`config.mk`:
```
export PLATFORM = sky130hd
export DESIGN_NAME = pwm_capture_flat
export DESIGN_NICKNAME = d
export VERILOG_FILES = /design/src/rtl/pwm_capture_if.sv /design/src/rtl/pwm_capture.sv /design/src/flat_wrapper.sv
export SDC_FILE = /design/constraint.sdc
export NUM_CORES = 1
export LEC_CHECK = 0
export ABC_AREA = 1
export BUFFER_PORTS_ARGS = -buffer_cell sky130_fd_sc_hd__buf_4
export CORE_MARGIN = 2
export CORE_UTILIZATION = 55
export DETAILED_ROUTE_END_ITERATION = 16
export PLACE_DENSITY = 0.82
export SYNTH_ARGS = -nofsm -noshare
export SYNTH_HDL_FRONTEND = slang
export SYNTH_SLANG_ARGS = --single-unit
export TNS_END_PERCENT = 50
```
`constraint.sdc`:
```
create_clock -name clk -period 1.8 [get_ports clk]
set_input_delay 0.36 -clock clk [delete_from_list [all_inputs] [get_ports clk]]
set_output_delay 0.36 -clock clk [all_outputs]
set_load 0.03 [all_outputs]
```
`src/rtl/pwm_capture_if.sv`:
```
// pwm_capture_if -- groups the measurement request, the PWM line and the
// measurement results of pwm_capture into one bundle.
//   start      : request one measurement (master -> slave)
//   pwm_in     : PWM line, asynchronous to the capture clock (master -> slave)
//   duty_cycle : measured high time in clk cycles, saturated at 15 (slave -> master)
//   ready      : one-cycle pulse, duty_cycle/err updated in this cycle (slave -> master)
//   busy       : a measurement is in progress (slave -> master)
//   err        : last measurement invalid (slave -> master)
interface pwm_capture_if;
  logic       start;
  logic       pwm_in;
  logic [3:0] duty_cycle;
  logic       ready;
  logic       busy;
  logic       err;

  modport master (
    output start,
    output pwm_in,
    input  duty_cycle,
    input  ready,
    input  busy,
    input  err
  );

  modport slave (
    input  start,
    input  pwm_in,
    output duty_cycle,
    output ready,
    output busy,
    output err
  );
endinterface

```
`src/rtl/pwm_capture.sv`:
```
// pwm_capture -- measures the high time and the period of one PWM cycle on an
// asynchronous line and reports the high time (saturated at 15) plus an error
// flag when the period differs from PERIOD or the line is stuck high.
//   clk : capture clock, all state on the rising edge
//   rst : asynchronous, active-low reset
//   bus : pwm_capture_if.slave (start, pwm_in in; duty_cycle, ready, busy, err out)
// Parameters: PERIOD (2..255) expected period in clk cycles,
//             TIMEOUT (1..255) cycles without the awaited edge before aborting.
module pwm_capture #(
  parameter int unsigned PERIOD  = 16,
  parameter int unsigned TIMEOUT = 64
) (
  input  logic         clk,
  input  logic         rst,
  pwm_capture_if.slave bus
);

  typedef enum logic [2:0] {
    IDLE = 3'd0,
    ARM  = 3'd1,
    HIGH = 3'd2,
    LOW  = 3'd3,
    DONE = 3'd4
  } state_t;

  localparam logic [7:0] PERIOD_C  = 8'(PERIOD);
  localparam logic [7:0] TIMEOUT_C = 8'(TIMEOUT);

  // Counters stick at 255 instead of wrapping.
  function automatic logic [7:0] sat_inc(input logic [7:0] v);
    return (v == 8'hFF) ? v : (v + 8'd1);
  endfunction

  function automatic logic [3:0] sat_duty(input logic [7:0] v);
    return (v > 8'd15) ? 4'd15 : v[3:0];
  endfunction

  state_t     state_r, state_next;
  logic       sync1_r, sync2_r, pwm_d_r;
  logic       arm_first_r;
  logic [7:0] high_cnt_r, per_cnt_r, tmo_cnt_r;
  logic [7:0] high_next_s, per_next_s, tmo_inc_s;
  logic       rise_s, fall_s, timeout_s;
  logic [3:0] done_duty_s, duty_r;
  logic       done_err_s, err_r, ready_r, busy_r;

  assign rise_s    = sync2_r & ~pwm_d_r;
  assign fall_s    = ~sync2_r & pwm_d_r;
  assign tmo_inc_s = sat_inc(tmo_cnt_r);
  assign timeout_s = (tmo_inc_s >= TIMEOUT_C);

  assign bus.duty_cycle = duty_r;
  assign bus.ready      = ready_r;
  assign bus.busy       = busy_r;
  assign bus.err        = err_r;

  // Two-flop synchronizer plus edge-detect register on the PWM line.
  always_ff @(posedge clk or negedge rst) begin
    if (!rst) begin
      sync1_r <= 1'b0;
      sync2_r <= 1'b0;
      pwm_d_r <= 1'b0;
    end else begin
      sync1_r <= bus.pwm_in;
      sync2_r <= sync1_r;
      pwm_d_r <= sync2_r;
    end
  end

  // FSM state register.
  always_ff @(posedge clk or negedge rst) begin
    if (!rst) begin
      state_r <= IDLE;
    end else begin
      state_r <= state_next;
    end
  end

  // Next state, next counter values and the result latched on entry to DONE.
  always_comb begin
    state_next  = state_r;
    high_next_s = high_cnt_r;
    per_next_s  = per_cnt_r;
    done_duty_s = duty_r;
    done_err_s  = err_r;
    case (state_r)
      IDLE: begin
        if (bus.start) begin
          state_next  = ARM;
          high_next_s = 8'd0;
          per_next_s  = 8'd0;
        end else begin
          state_next = IDLE;
        end
      end
      ARM: begin
        // A rise seen in the first ARM cycle was already under way when the
        // request arrived, so only a later rise opens the measurement.
        if (rise_s && !arm_first_r) begin
          state_next  = HIGH;
          high_next_s = 8'd1;
          per_next_s  = 8'd1;
        end else if (timeout_s) begin
          state_next  = DONE;
          done_duty_s = sync2_r ? 4'd15 : 4'd0;
          done_err_s  = sync2_r;
        end else begin
          state_next = ARM;
        end
      end
      HIGH: begin
        // The awaited edge takes priority over an expiring timeout.
        if (fall_s) begin
          state_next = LOW;
          per_next_s = sat_inc(per_cnt_r);
        end else begin
          high_next_s = sat_inc(high_cnt_r);
          per_next_s  = sat_inc(per_cnt_r);
          if (timeout_s) begin
            state_next  = DONE;
            done_duty_s = sync2_r ? 4'd15 : 4'd0;
            done_err_s  = sync2_r;
          end else begin
            state_next = HIGH;
          end
        end
      end
      LOW: begin
        if (rise_s) begin
          state_next  = DONE;
          done_duty_s = sat_duty(high_cnt_r);
          done_err_s  = (per_cnt_r != PERIOD_C);
        end else begin
          per_next_s = sat_inc(per_cnt_r);
          if (timeout_s) begin
            state_next  = DONE;
            done_duty_s = sync2_r ? 4'd15 : 4'd0;
            done_err_s  = sync2_r;
          end else begin
            state_next = LOW;
          end
        end
      end
      DONE: begin
        state_next = IDLE;
      end
      default: begin
        state_next = IDLE;
      end
    endcase
  end

  // Counters, timeout tracking and registered outputs aligned with the state.
  always_ff @(posedge clk or negedge rst) begin
    if (!rst) begin
      high_cnt_r  <= 8'd0;
      per_cnt_r   <= 8'd0;
      tmo_cnt_r   <= 8'd0;
      arm_first_r <= 1'b0;
      duty_r      <= 4'd0;
      err_r       <= 1'b0;
      ready_r     <= 1'b0;
      busy_r      <= 1'b0;
    end else begin
      high_cnt_r  <= high_next_s;
      per_cnt_r   <= per_next_s;
      arm_first_r <= (state_r == IDLE) && (state_next == ARM);
      if ((state_next != state_r) || rise_s || fall_s) begin
        tmo_cnt_r <= 8'd0;
      end else if ((state_r == ARM) || (state_r == HIGH) || (state_r == LOW)) begin
        tmo_cnt_r <= tmo_inc_s;
      end else begin
        tmo_cnt_r <= tmo_cnt_r;
      end
      ready_r <= (state_next == DONE);
      busy_r  <= (state_next != IDLE);
      if (state_next == DONE) begin
        duty_r <= done_duty_s;
        err_r  <= done_err_s;
      end else begin
        duty_r <= duty_r;
        err_r  <= err_r;
      end
    end
  end

endmodule

```
`src/flat_wrapper.sv`:
```
// flat-port wrapper written by rule: the top's interface ports become plain ports
module pwm_capture_flat 
#(
  parameter int unsigned PERIOD  = 16,
  parameter int unsigned TIMEOUT = 64
)
  (clk, rst, bus_start, bus_pwm_in, bus_duty_cycle, bus_ready, bus_busy, bus_err);
  pwm_capture_if bus_i ();
  input  logic clk;
  input  logic rst;
  input wire logic [$bits(bus_i.start)-1:0] bus_start;
  input wire logic [$bits(bus_i.pwm_in)-1:0] bus_pwm_in;
  output wire logic [$bits(bus_i.duty_cycle)-1:0] bus_duty_cycle;
  output wire logic [$bits(bus_i.ready)-1:0] bus_ready;
  output wire logic [$bits(bus_i.busy)-1:0] bus_busy;
  output wire logic [$bits(bus_i.err)-1:0] bus_err;
  assign bus_i.start = bus_start;
  assign bus_i.pwm_in = bus_pwm_in;
  assign bus_duty_cycle = bus_i.duty_cycle;
  assign bus_ready = bus_i.ready;
  assign bus_busy = bus_i.busy;
  assign bus_err = bus_i.err;
  pwm_capture #(.PERIOD(PERIOD), .TIMEOUT(TIMEOUT)) u_core (.clk(clk), .rst(rst), .bus(bus_i));
endmodule
```
==> summary.md, run 1 <==
| Metric | Value |
|---|---|
| Yosys Warn Count | `0` |
| Number of remaining DRC errors | `0` |
| Final design area excluding fillers | `between 2000 and 3000 um2` |
| Tmin final | `1.837 ns` |
| Area Growth Syn to Fin | `18.42%` |
| Setup ws final | `-0.03667 ns` |
| FMAX | `544.5 MHz` |
| CTS Buf Count | `5` |
| Crit Path Class | `reg2reg` |
| Number of standard cells in the layout, taps in and fillers out | `roughly 360` |
| Cell taking the most area after synthesis | `sky130_fd_sc_hd__dfrtp_1` |
| Proportion of layout cells with a drive suffix above 1 | `a little under a third` |
| GRT met3 Usage | `6.086%` |
| Post-CTS Hold Fix Bufs | `0` |
| Die outline width | `around 68 um` |
| Number of nets at the end of the flow | `about 320` |
| Longest Clk Path Bufs | `2` |
| Cell area after synthesis | `2262 um2` |
| Final Setup Violations | `8` |
| Sum Neg Setup Slack | `-0.2405 ns` |
| Remaining max-slew budget at the tightest pin | `68.26%` |
| Combinational power share | `56.6%` |
| Mean routed wirelength per cell | `13.39 um` |
| Leading post-synthesis cells by cell area | `sky130_fd_sc_hd__dfrtp_1 42%, sky130_fd_sc_hd__nand2_1 7.8%, sky130_fd_sc_hd__inv_1 6.8%` |
| Slew Limit Fails | `0` |
| Unrepaired setup endpoints after global routing | `yes` |
| Register bit count reported by yosys | `38` |
| HPWL after detailed placement | `~3300 um` |
| Most frequent cell on the critical path | `sky130_fd_sc_hd__nand2_4` |
| Net count after synthesis | `291` |
| Req. time, crit path | `around 2.0 ns` |
| Arrival time at the worst endpoint | `approximately 2 ns` |
| Number of primary I/O pins | `11` |
| Highest-utilization routing layer at the global route stage | `met2` |
| Leftover overflow at the end of global routing | `0` |
| Placeable core region | `3971 um2` |
| Utilization after layout | `67.45%` |
| Worst hold margin | `0.01520 ns` |
| Max Fanout on Critical Path | `8` |
| Count of TritonRoute iterations in the first routing pass | `4` |
| Routed wire length | `slightly below 5000 um` |
| CP Cell Sequence | `ha_2, nand2_4, nor2_4, nand2_2, o21ai_4, nand3_2, nand2_2, nand2_4, nor2_4, nand2_4, nor2_2` |
| Initial DRC Count | `roughly 180` |
| Max incr delay on CP | `0.36 ns` |
| Startpoint type of the worst setup path | `flop` |
| Share of total power consumed by net switching | `48.02%` |
| Via count | `1941` |
| Number of different library cells in the post-synthesis netlist | `27` |
| Grt met1 use | `27.66%` |
| DP Area | `2437 um2` |
| Overall power consumption | `approximately 4.7 mW` |
| Antenna violation net count after detailed routing | `0` |
| Worst IR Drop VDD | `0.0007314 V` |
| Area share of the largest cell type after synthesis | `42.04%` |
| Final period utilization | `102.0%` |
| Cell type group with the largest total delay on the critical path | `simple AND/OR/NAND/NOR gates` |
| Sequential fraction of the synthesis area | `42.04%` |
| Y dimension of the die | `a little under 70 um` |
| Violated checks | `negative setup slack` |
| Worst path slowest cell | `sky130_fd_sc_hd__dfrtp_1` |
| Dpl cells | `between 300 and 400` |
| Switching power | `2.247 mW` |
| Mean instance size in the synthesized netlist | `between 7 and 8 um2` |
| Antenna cell count | `0` |
| Leakage Power | `1.252 nW` |
| PwrDens | `1747 nW/um2` |
| Clock Pin Slew Worst Setup and Hold Paths | `0.07 ns` |
| All-Layer GR Usage | `22.16%` |
| CP bufs+invs | `0` |
| Grt met2 use | `34.71%` |
| Area of the die | `about 4600 um2` |
| Pre-CTS setup slack | `-0.02641 ns` |
| Standard-cell rows | `23` |
| Clk sink count | `38` |
| Critical path capture point type | `flop` |
| Initial Util | `56.96%` |
| Worst hold path type | `in2async` |
| Routability cong. | `0.8529` |
| Internal cell power | `approximately 2.4 mW` |
| Sequential power share | `about 28%` |
| Total of max-cap violations | `0` |
| Worst-case clock skew | `~0.0054 ns` |
| First-pass GRT wire length | `7583 um` |
| CTS root buffer | `sky130_fd_sc_hd__clkbuf_8` |
| CTS tree | `done` |
| Gate count after technology mapping | `~280` |
| Hold violation count in the final report | `0` |
| Initial antenna violation count | `0` |
| Via count of the first global-routing pass | `between 1.5k and 2k` |
| CTS H-Tree Depth | `2` |
| Via density per instance | `roughly 5.3` |
| Pin count of the biggest net entering global routing | `39` |
| Port buffer count | `10` |
| Share of power burned in the clock network | `between 15 and 20%` |
| Transition at the pin with the smallest max-transition slack | `0.4761 ns` |
| Run status | `finished, violations left` |
| Clk Latency, worst-skew pair | `0.29 ns` |
[power by group through the flow]
stage | logic, mW | registers (mW) | clock network [mW]
2_1_floorplan | 1.67 | 1.40 | 0
3_3_place_gp | 2.30 | 1.28 | 0
3_5_place_dp | 2.38 | 1.30 | 0
4_1_cts | 2.43 | 1.28 | 0.749
5_1_grt | 2.92 | 1.33 | 0.796
6_report | 2.65 | 1.30 | 0.733
[final timing paths]
check                           slack (ns)  cells after the start                 from             endpoint
worst max-delay path                 -0.04                     11  u_core.tmo_cnt_r[0]  u_core.tmo_cnt_r[2]
worst min-delay path                  0.02                      1                  rst  u_core.per_cnt_r[5]
worst max register to register       -0.04                     11  u_core.tmo_cnt_r[0]  u_core.tmo_cnt_r[2]
worst min register to register        0.35                      0       u_core.sync1_r       u_core.sync2_r
max in group asynchronous             1.41                      1                  rst    u_core.state_r[2]
min in group clk                      0.17                      1           bus_pwm_in       u_core.sync1_r
[logic make-up after synthesis]
family / share of synthesized area (%)
buffers and inverters: 8.683
XOR/XNOR: 2.323
AO/OA/AOI/OAI: 13.16
AND/OR/NAND/NOR: 31.58
flip-flops: 42.04
adder cells (fa/ha/maj): 2.212
[synth_stat cells (all sizes together)]
| library cell | instances |
|---|---|
| nand3 | 17 |
| o31ai | 3 |
| nand4 | 5 |
| nor4 | 2 |
| buf | 1 |
| o21ai | 27 |
| ha | 4 |
| xor2 | 6 |
| o21a | 4 |
| nor2 | 44 |
| dfrtp | 38 |
| a211oi | 2 |
| a21oi | 13 |
| inv | 47 |
| nor3 | 4 |
| nand2 | 66 |
[cell type report]
type	count	area (um2)
clock inverters	1	30.03
inverters	47	181.4
clock buffers	6	82.58
multi-input cells	198	1189
flip-flops and latches	38	953.4
well taps	50	62.56
fillers	307	1292
repair buffers	24	180.2
[state kept, by name (all words and copies together), names as in the netlist, 3 cells and up]
| register | cells |
|---|---|
| u_core.tmo_cnt_r | 8 |
| u_core.per_cnt_r | 8 |
| u_core.bus.duty_cycle | 4 |
| u_core.high_cnt_r | 8 |
| u_core.state_r | 3 |
[layout by cell type, fill, tap and decap left out, types with 3 or more instances in the layout]
cell type and count:
sky130_fd_sc_hd__inv_1 41, sky130_fd_sc_hd__ha_1 3, sky130_fd_sc_hd__nor3_1 3, sky130_fd_sc_hd__nand3_2 6
sky130_fd_sc_hd__o21ai_1 7, sky130_fd_sc_hd__nand2_1 46, sky130_fd_sc_hd__o21ai_0 14, sky130_fd_sc_hd__o31ai_1 3
sky130_fd_sc_hd__nand2_2 15, sky130_fd_sc_hd__clkbuf_8 6, sky130_fd_sc_hd__buf_4 24, sky130_fd_sc_hd__xor2_1 6
sky130_fd_sc_hd__inv_2 4, sky130_fd_sc_hd__nor2_2 13, sky130_fd_sc_hd__dfrtp_1 36, sky130_fd_sc_hd__o21a_1 4
sky130_fd_sc_hd__nand2_4 6, sky130_fd_sc_hd__nor2_1 25, sky130_fd_sc_hd__nand3_1 10, sky130_fd_sc_hd__o21ai_2 5
sky130_fd_sc_hd__a21oi_1 13, sky130_fd_sc_hd__nor2_4 6, sky130_fd_sc_hd__nand4_1 5
[timing repair]
action                     in CTS  in global routing
resized for setup               1                 21
pin swaps                       1                 10
buffers inserted                3                  4
cloned                          0                  1
setup endpoints to repair      14                 24
[layer usage]
metal	up-vias	wire length [um]
met4	0	108
met1	925	2141
met5	-	0
met2	39	2444
li1	967	-
met3	10	180
(Power assumes the default switching activity.)
==> inputs of run 2 (changes only) <==
--- a/config.mk
+++ b/config.mk
@@ -8,8 +8,10 @@
 export ABC_AREA = 1
 export BUFFER_PORTS_ARGS = -buffer_cell sky130_fd_sc_hd__buf_4
+export CELL_PAD_IN_SITES_DETAIL_PLACEMENT = 1
+export CELL_PAD_IN_SITES_GLOBAL_PLACEMENT = 1
 export CORE_MARGIN = 2
-export CORE_UTILIZATION = 55
+export CORE_UTILIZATION = 46
 export DETAILED_ROUTE_END_ITERATION = 16
-export PLACE_DENSITY = 0.82
+export PLACE_DENSITY = 0.88
 export SYNTH_ARGS = -nofsm -noshare
 export SYNTH_HDL_FRONTEND = slang
==> constraint.sdc (replaced) <==
create_clock -name clk -period 1.8 [get_ports clk]
set_input_delay 0.27 -clock clk [delete_from_list [all_inputs] [get_ports clk]]
set_output_delay 0.27 -clock clk [all_outputs]
set_load 0.03 [all_outputs]
==> run 2 against run 1 <==
Effect of this change:
- hold slack better by 0.060 ns
- the flow still finishes with violations (negative setup slack)
- sequential share of layout area is 2.4 points lower
- power is 13% higher
- critical endpoint is now u_core.tmo_cnt_r[7]
- non-clock buffer count is 13 higher
- first-iteration DRC count is 39% lower
- critical path type unchanged
- register-to-register slack worse by 0.03 ns
- routed wire length is 36% higher
- setup slack worse by 0.029 ns
- cell area is 7.0% higher
==> summary.md, run 2 (same netlist as run 1, synthesis figures left out) <==
| Metric | Value |
|---|---|
| Met2 Routed Length | `between 3000 and 4000 um` |
| Initial antenna violation count | `0` |
| Antenna violation net count after detailed routing | `0` |
| Most frequent cell on the critical path | `sky130_fd_sc_hd__nand2_4` |
| Port buffer count | `10` |
| Largest registers | `u_core.high_cnt_r (8), u_core.per_cnt_r (8), u_core.tmo_cnt_r (8)` |
| Die outline width | `74.13 um` |
| Routed wire length | `approximately 6600 um` |
| Number of cells on the worst hold path | `1` |
| Initial Util | `47.89%` |
| Arrival time at the worst endpoint | `between 2 and 2.5 ns` |
| Routability cong. | `approximately 0.84` |
| Max Fanout on Critical Path | `8` |
| Initial DRC Count | `108` |
| Clock Pin Slew Worst Setup and Hold Paths | `0.08 ns` |
| Combinational power share | `61.4%` |
| Max incr delay on CP | `0.37 ns` |
| Area Growth Syn to Fin | `26.71%` |
| Total of max-cap violations | `0` |
| Req. time, crit path | `2.04 ns` |
| FMAX | `536.0 MHz` |
| Pin count of the biggest net entering global routing | `39` |
| PwrDens | `~1900 nW/um2` |
| Number of remaining DRC errors | `0` |
| Area of the die | `5495 um2` |
| Final design area excluding fillers | `about 2900 um2` |
| Met3 routed wirelength | `93 um` |
| Violated checks | `negative setup slack` |
| Remaining max-slew budget at the tightest pin | `66.70%` |
| Via count of the first global-routing pass | `2183` |
| Hold violation count in the final report | `0` |
| Transition at the pin with the smallest max-transition slack | `roughly 0.50 ns` |
| Leading cell type in the layout, fill and taps excluded | `sky130_fd_sc_hd__nand2_1` |
| Setup ws final | `-0.06569 ns` |
| HPWL after detailed placement | `approximately 4400 um` |
| First-pass GRT wire length | `9894 um` |
| RR Startpoint | `u_core.tmo_cnt_r[1]` |
| Startpoint type of the worst setup path | `flop` |
| Topmost layer with routed signal wires | `met4` |
| Crit Path Class | `reg2reg` |
| Clk sink count | `38` |
| Worst IR Drop VDD | `0.0007591 V` |
| Most frequent cells in the layout | `42 x sky130_fd_sc_hd__nand2_1, 41 x sky130_fd_sc_hd__inv_1, 38 x sky130_fd_sc_hd__dfrtp_1, 35 x sky130_fd_sc_hd__buf_4, 18 x sky130_fd_sc_hd__nor2_1` |
| Via count | `a little over 2k` |
| Number of primary I/O pins | `11` |
| All-Layer GR Usage | `around 24%` |
| Critical path capture point type | `flop` |
| Leakage Power | `1.321 nW` |
| DP Area | `2511 um2` |
| Dpl cells | `373` |
| Placeable core region | `4723 um2` |
| Switching power | `between 2 and 3 mW` |
| Number of nets at the end of the flow | `334` |
| CTS tree | `done` |
| Number of standard cells in the layout, taps in and fillers out | `between 300 and 400` |
| End point of the most critical hold path | `u_core.sync1_r` |
| Standard-cell rows | `25` |
| Mean routed wirelength per cell | `16.85 um` |
| Leftover overflow at the end of global routing | `0` |
| Final period utilization | `103.6%` |
| Worst path slowest cell | `sky130_fd_sc_hd__dfrtp_1` |
| Worst-case clock skew | `0.007369 ns` |
| Clk Latency, worst-skew pair | `0.30 ns` |
| CP Cell Sequence | `ha_2, nand2_4, nor2_4, nand2_2, o21ai_4, nand3_2, nand2_2, nand2_4, nor2_4, nand2_4, nor2_2` |
| Share of total power consumed by net switching | `49.13%` |
| Longest Clk Path Bufs | `2` |
| Count of TritonRoute iterations in the first routing pass | `4` |
| Y dimension of the die | `74.13 um` |
| Wl on met1 | `~2700 um` |
| Antenna cell count | `0` |
| Sum Neg Setup Slack | `-0.3802 ns` |
| Proportion of layout cells with a drive suffix above 1 | `about 37%` |
| CTS root buffer | `sky130_fd_sc_hd__clkbuf_8` |
| Final Setup Violations | `9` |
| Run status | `finished, violations left` |
| Number of cell instances on the worst register-to-register path | `11` |
| Share of power burned in the clock network | `14.5%` |
| Tmin final | `1.866 ns` |
| Reg2reg end | `u_core.tmo_cnt_r[7]` |
| Via density per instance | `about 5.2` |
| CTS Buf Count | `5` |
| CTS H-Tree Depth | `2` |
| Internal cell power | `about 2.7 mW` |
| Worst hold path type | `in2reg` |
| Unrepaired setup endpoints after global routing | `yes` |
| Worst hold margin | `0.07524 ns` |
| Origin of the worst min-delay path | `bus_pwm_in` |
| Slew Limit Fails | `0` |
| Register-to-register path setup slack | `-0.07 ns` |
| Sequential power share | `24.2%` |
-- run 2: changes by cell type in the layout (fill, tap and decap cells not counted), moves of 3 or more --
cell	before	now
sky130_fd_sc_hd__buf_4	24	35
sky130_fd_sc_hd__nand2_1	46	42
sky130_fd_sc_hd__nor2_1	25	18
sky130_fd_sc_hd__nor2_2	13	17
sky130_fd_sc_hd__nor2_4	6	9
sky130_fd_sc_hd__o21ai_1	7	3
sky130_fd_sc_hd__o21ai_2	5	9
-- run 2: final cells by class --
type	count	area (um2)
fill	577	1857
multi-input combinational	197	1249
sequential	38	950.9
timing repair buffer	37	284.0
inverter	47	186.4
tap	67	83.83
clock buffer	6	82.58
clock inverter	1	30.03
-- run 2: what timing repair did --
item	CTS	global route
hold buffers	1	0
setup endpoints to repair	16	27
pin swaps	8	13
hold endpoints to repair	38	0
gates resized for setup	11	32
setup buffers	6	6
-- run 2: worst max path at each step --
stage	to	cells past startpoint	start	slack (ns)
final	u_core.tmo_cnt_r[7]	11	u_core.tmo_cnt_r[1]	-0.07
after global routing	u_core.tmo_cnt_r[2]	11	u_core.tmo_cnt_r[1]	-0.19
after CTS	u_core.tmo_cnt_r[2]	11	u_core.tmo_cnt_r[0]	-0.03
after detailed placement	u_core.bus.busy	12	u_core.tmo_cnt_r[0]	-0.06
after global placement	u_core.tmo_cnt_r[4]	11	u_core.tmo_cnt_r[1]	0.02
after floorplan	u_core.bus.duty_cycle[1]	12	u_core.tmo_cnt_r[0]	0.1
-- run 2: power by group through the flow --
stage	clock [mW]	sequential [mW]	combinational [mW]
final	0.768	1.28	3.26
after global placement	0	1.26	2.48
after floorplan	0	1.40	1.67
after global routing	0.806	1.30	3.55
after detailed placement	0	1.28	2.64
after CTS	0.778	1.27	2.76
-- run 2: critical path, delay by kind of cell (launching register included) --
kind | cells | cell delay, ns
AOI/OAI and AO/OA | 1 | 0.25
and+or+nand+nor | 9 | 0.97
adders and majority gates | 1 | 0.21
DFF | 1 | 0.37
-- run 2: metrics by stage --
step | worst slack, ns | power, mW | utilization [%]
finish | -0.06569 | 5.309 | 60.69
global route | -0.1941 | 5.659 | 60.69
CTS | -0.02707 | 4.801 | 57.19
detailed placement | -0.06099 | 3.921 | 53.17
global placement | 0.02148 | 3.748 | 53.17
floorplan | 0.09932 | 3.065 | -
-- run 2: layer usage --
metal,global-route usage (%),up-vias
li1,-,987
met1,27.56,1009
met2,44.25,22
met3,3.388,16
met4,11.72,0
met5,0,-
==> inputs of run 3 (changes only) <==
CORE_UTILIZATION = 40   (was 46)
PLACE_DENSITY = 0.79   (was 0.88)
SKIP_LAST_GASP = 1   (was default)
==> run 3 against run 2 <==
Effect of this change:
- the run still ends with negative setup slack left
- via count down 0.88%
- clock skew about the same
- global-route usage shrank 3.7 points
- cell count rose by 2.3%
- first-iteration DRC count is 27% lower
- die area increased by 14%
- critical path type unchanged
- largest cell class unchanged
- highest routed layer unchanged
==> summary.md, run 3 (same netlist as run 1, synthesis figures left out) <==
| Metric | Value |
|---|---|
| Run status | `finished, violations left` |
| Violated checks | `negative setup slack` |
| CTS root buffer | `sky130_fd_sc_hd__clkbuf_8` |
| Clock Pin Slew Worst Setup and Hold Paths | `0.08 ns` |
| Die outline width | `slightly below 80 um` |
| Area of the die | `6273 um2` |
| Placeable core region | `around 5500 um2` |
| Worst-case clock skew | `between 0.007 and 0.008 ns` |
| Via count | `2016` |
| PwrDens | `1828 nW/um2` |
| Clk Latency, worst-skew pair | `0.30 ns` |
| Critical path capture point type | `flop` |
| Slew Limit Fails | `0` |
| Crit Path Class | `reg2reg` |
| FMAX | `roughly 550 MHz` |
| RR Startpoint | `u_core.tmo_cnt_r[0]` |
| Arrival time at the worst endpoint | `2.04 ns` |
| Routability cong. | `0.8618` |
| Worst hold path type | `in2reg` |
| Remaining max-slew budget at the tightest pin | `66.45%` |
| Tmin final | `between 1.5 and 2 ns` |
| Req. time, crit path | `just over 2 ns` |
| Number of primary I/O pins | `11` |
| First-pass GRT wire length | `10020 um` |
| Pin count of the biggest net entering global routing | `39` |
| Initial Util | `41.34%` |
| Via density per instance | `5.015` |
| Total of max-cap violations | `0` |
| All-Layer GR Usage | `20.47%` |
| Longest Clk Path Bufs | `2` |
| Transition at the pin with the smallest max-transition slack | `roughly 0.50 ns` |
| Worst IR Drop VDD | `between 0.0006 and 0.0007 V` |
| Number of remaining DRC errors | `0` |
| CTS Buf Count | `5` |
| Leftover overflow at the end of global routing | `0` |
| Area Growth Syn to Fin | `28.48%` |
| Pre-CTS setup slack | `-0.07958 ns` |
| Antenna cell count | `0` |
| Antenna violation net count after detailed routing | `0` |
| Largest registers | `u_core.high_cnt_r (8), u_core.per_cnt_r (8), u_core.tmo_cnt_r (8)` |
| Standard-cell rows | `27` |
| Setup ws final | `-0.01015 ns` |
| Leakage Power | `between 1 and 1.5 nW` |
| Beginning of the critical path | `u_core.tmo_cnt_r[0]` |
| Proportion of layout cells with a drive suffix above 1 | `34.85%` |
| Via count of the first global-routing pass | `2086` |
| Startpoint type of the worst setup path | `flop` |
| CTS H-Tree Depth | `2` |
| Number of standard cells in the layout, taps in and fillers out | `402` |
| Initial DRC Count | `79` |
| Max Fanout on Critical Path | `5` |
| Final period utilization | `100.6%` |
| Clk sink count | `38` |
| Initial antenna violation count | `0` |
| Mean routed wirelength per cell | `around 16 um` |
| Number of nets at the end of the flow | `about 340` |
| Y dimension of the die | `79.20 um` |
| Origin of the worst min-delay path | `bus_pwm_in` |
| Leading cell type in the layout, fill and taps excluded | `sky130_fd_sc_hd__nand2_1` |
| Most frequent cells in the layout | `44 x sky130_fd_sc_hd__nand2_1, 41 x sky130_fd_sc_hd__inv_1, 38 x sky130_fd_sc_hd__dfrtp_1, 35 x sky130_fd_sc_hd__buf_4, 22 x sky130_fd_sc_hd__nor2_1` |
| Routed wire length | `6370 um` |
| Port buffer count | `10` |
| Hold violation count in the final report | `0` |
| CTS tree | `done` |
| Filler Cells Inserted | `676` |
| Unrepaired setup endpoints after global routing | `yes` |
| Dpl cells | `379` |
| Count of TritonRoute iterations in the first routing pass | `4` |
| HPWL after detailed placement | `4067 um` |
| Final Setup Violations | `6` |
## run 3: changes by cell type in the layout (fill, tap and decap cells not counted), sizes merged
cell    delta
buf        +2
clkinv     +2
bufinv     +1
clkbuf     -1
## run 3: cell type report
| class | instances | area (um2) | share of cell area (%) |
|---|---|---|---|
| Tap cell | 72 | 90.09 | 3.099 |
| Multi-Input combinational cell | 197 | 1216 | 41.84 |
| Clock buffer | 5 | 68.82 | 2.368 |
| Clock inverter | 3 | 68.82 | 2.368 |
| Sequential cell | 38 | 950.9 | 32.72 |
| Inverter | 47 | 193.9 | 6.672 |
| Timing Repair inverter | 1 | 11.26 | 0.3874 |
| Timing Repair Buffer | 39 | 306.5 | 10.55 |
## run 3: per-layer routing
metal | up-vias | global-route usage (%) | routed length (um)
met1 | 997 | 25.22 | 2722
li1 | 992 | - | -
met3 | 8 | 3.750 | 113
met5 | - | 0 | 0
met2 | 19 | 36.44 | 3442
met4 | 0 | 5.862 | 92
## run 3: repair_timing
item | CTS | global route
pin swaps | 7 | 8
setup endpoints to repair | 17 | 29
endpoints found under the hold margin | 38 | 0
hold buffers | 1 | 0
gates resized for setup | 4 | 35
cloned | 0 | 1
buffers inserted | 4 | 9
## run 3: path summary, 6_finish.rpt
| check | cells past startpoint | slack (ns) | end |
|---|---|---|---|
| max in group asynchronous | 2 | 0.97 | u_core.high_cnt_r[3] |
| min in group asynchronous | 2 | 0.48 | u_core.per_cnt_r[4] |
| setup reg to reg | 10 | -0.01 | u_core.bus.duty_cycle[0] |
| setup / recovery | 10 | -0.01 | u_core.bus.duty_cycle[0] |
| hold reg to reg | 0 | 0.36 | u_core.sync2_r |
| hold / removal | 1 | 0.07 | u_core.sync1_r |
## run 3: worst max-delay path, stage by stage, from the launching register on
cell	delay [ns]
sky130_fd_sc_hd__dfrtp_1	0.37
sky130_fd_sc_hd__ha_2	0.21
sky130_fd_sc_hd__nand2_4	0.06
sky130_fd_sc_hd__nor2_4	0.15
sky130_fd_sc_hd__nand2_4	0.08
sky130_fd_sc_hd__o21ai_4	0.23
sky130_fd_sc_hd__nand2_4	0.12
sky130_fd_sc_hd__buf_6	0.15
sky130_fd_sc_hd__nor2_1	0.12
sky130_fd_sc_hd__o21ai_1	0.10
sky130_fd_sc_hd__o21ai_2	0.14
## run 3: stage by stage
step / hold WS, ns / power, mW / util, % / cell area (um2) / setup TNS, ns
2_1_floorplan: -0.02559 / 3.065 / - / 2262 / 0
3_3_place_gp: 0.2742 / 3.829 / 46.14 / 2525 / 0
3_5_place_dp: 0.2783 / 3.920 / 46.14 / 2525 / -0.6515
4_1_cts: 0.06867 / 4.880 / 49.66 / 2718 / -1.114
5_1_grt: 0.06192 / 5.715 / 53.11 / 2907 / -2.716
6_report: 0.07407 / 5.312 / 53.11 / 2907 / -0.04043
## run 3: report_power, final
part	switching, mW	total (mW)	leakage, nW	internal [mW]
Combinational	1.98	3.15	0.788	1.17
Clock	0.334	0.890	0.0683	0.556
Sequential	0.202	1.28	0.508	1.07
Total	2.52	5.31	1.36	2.80
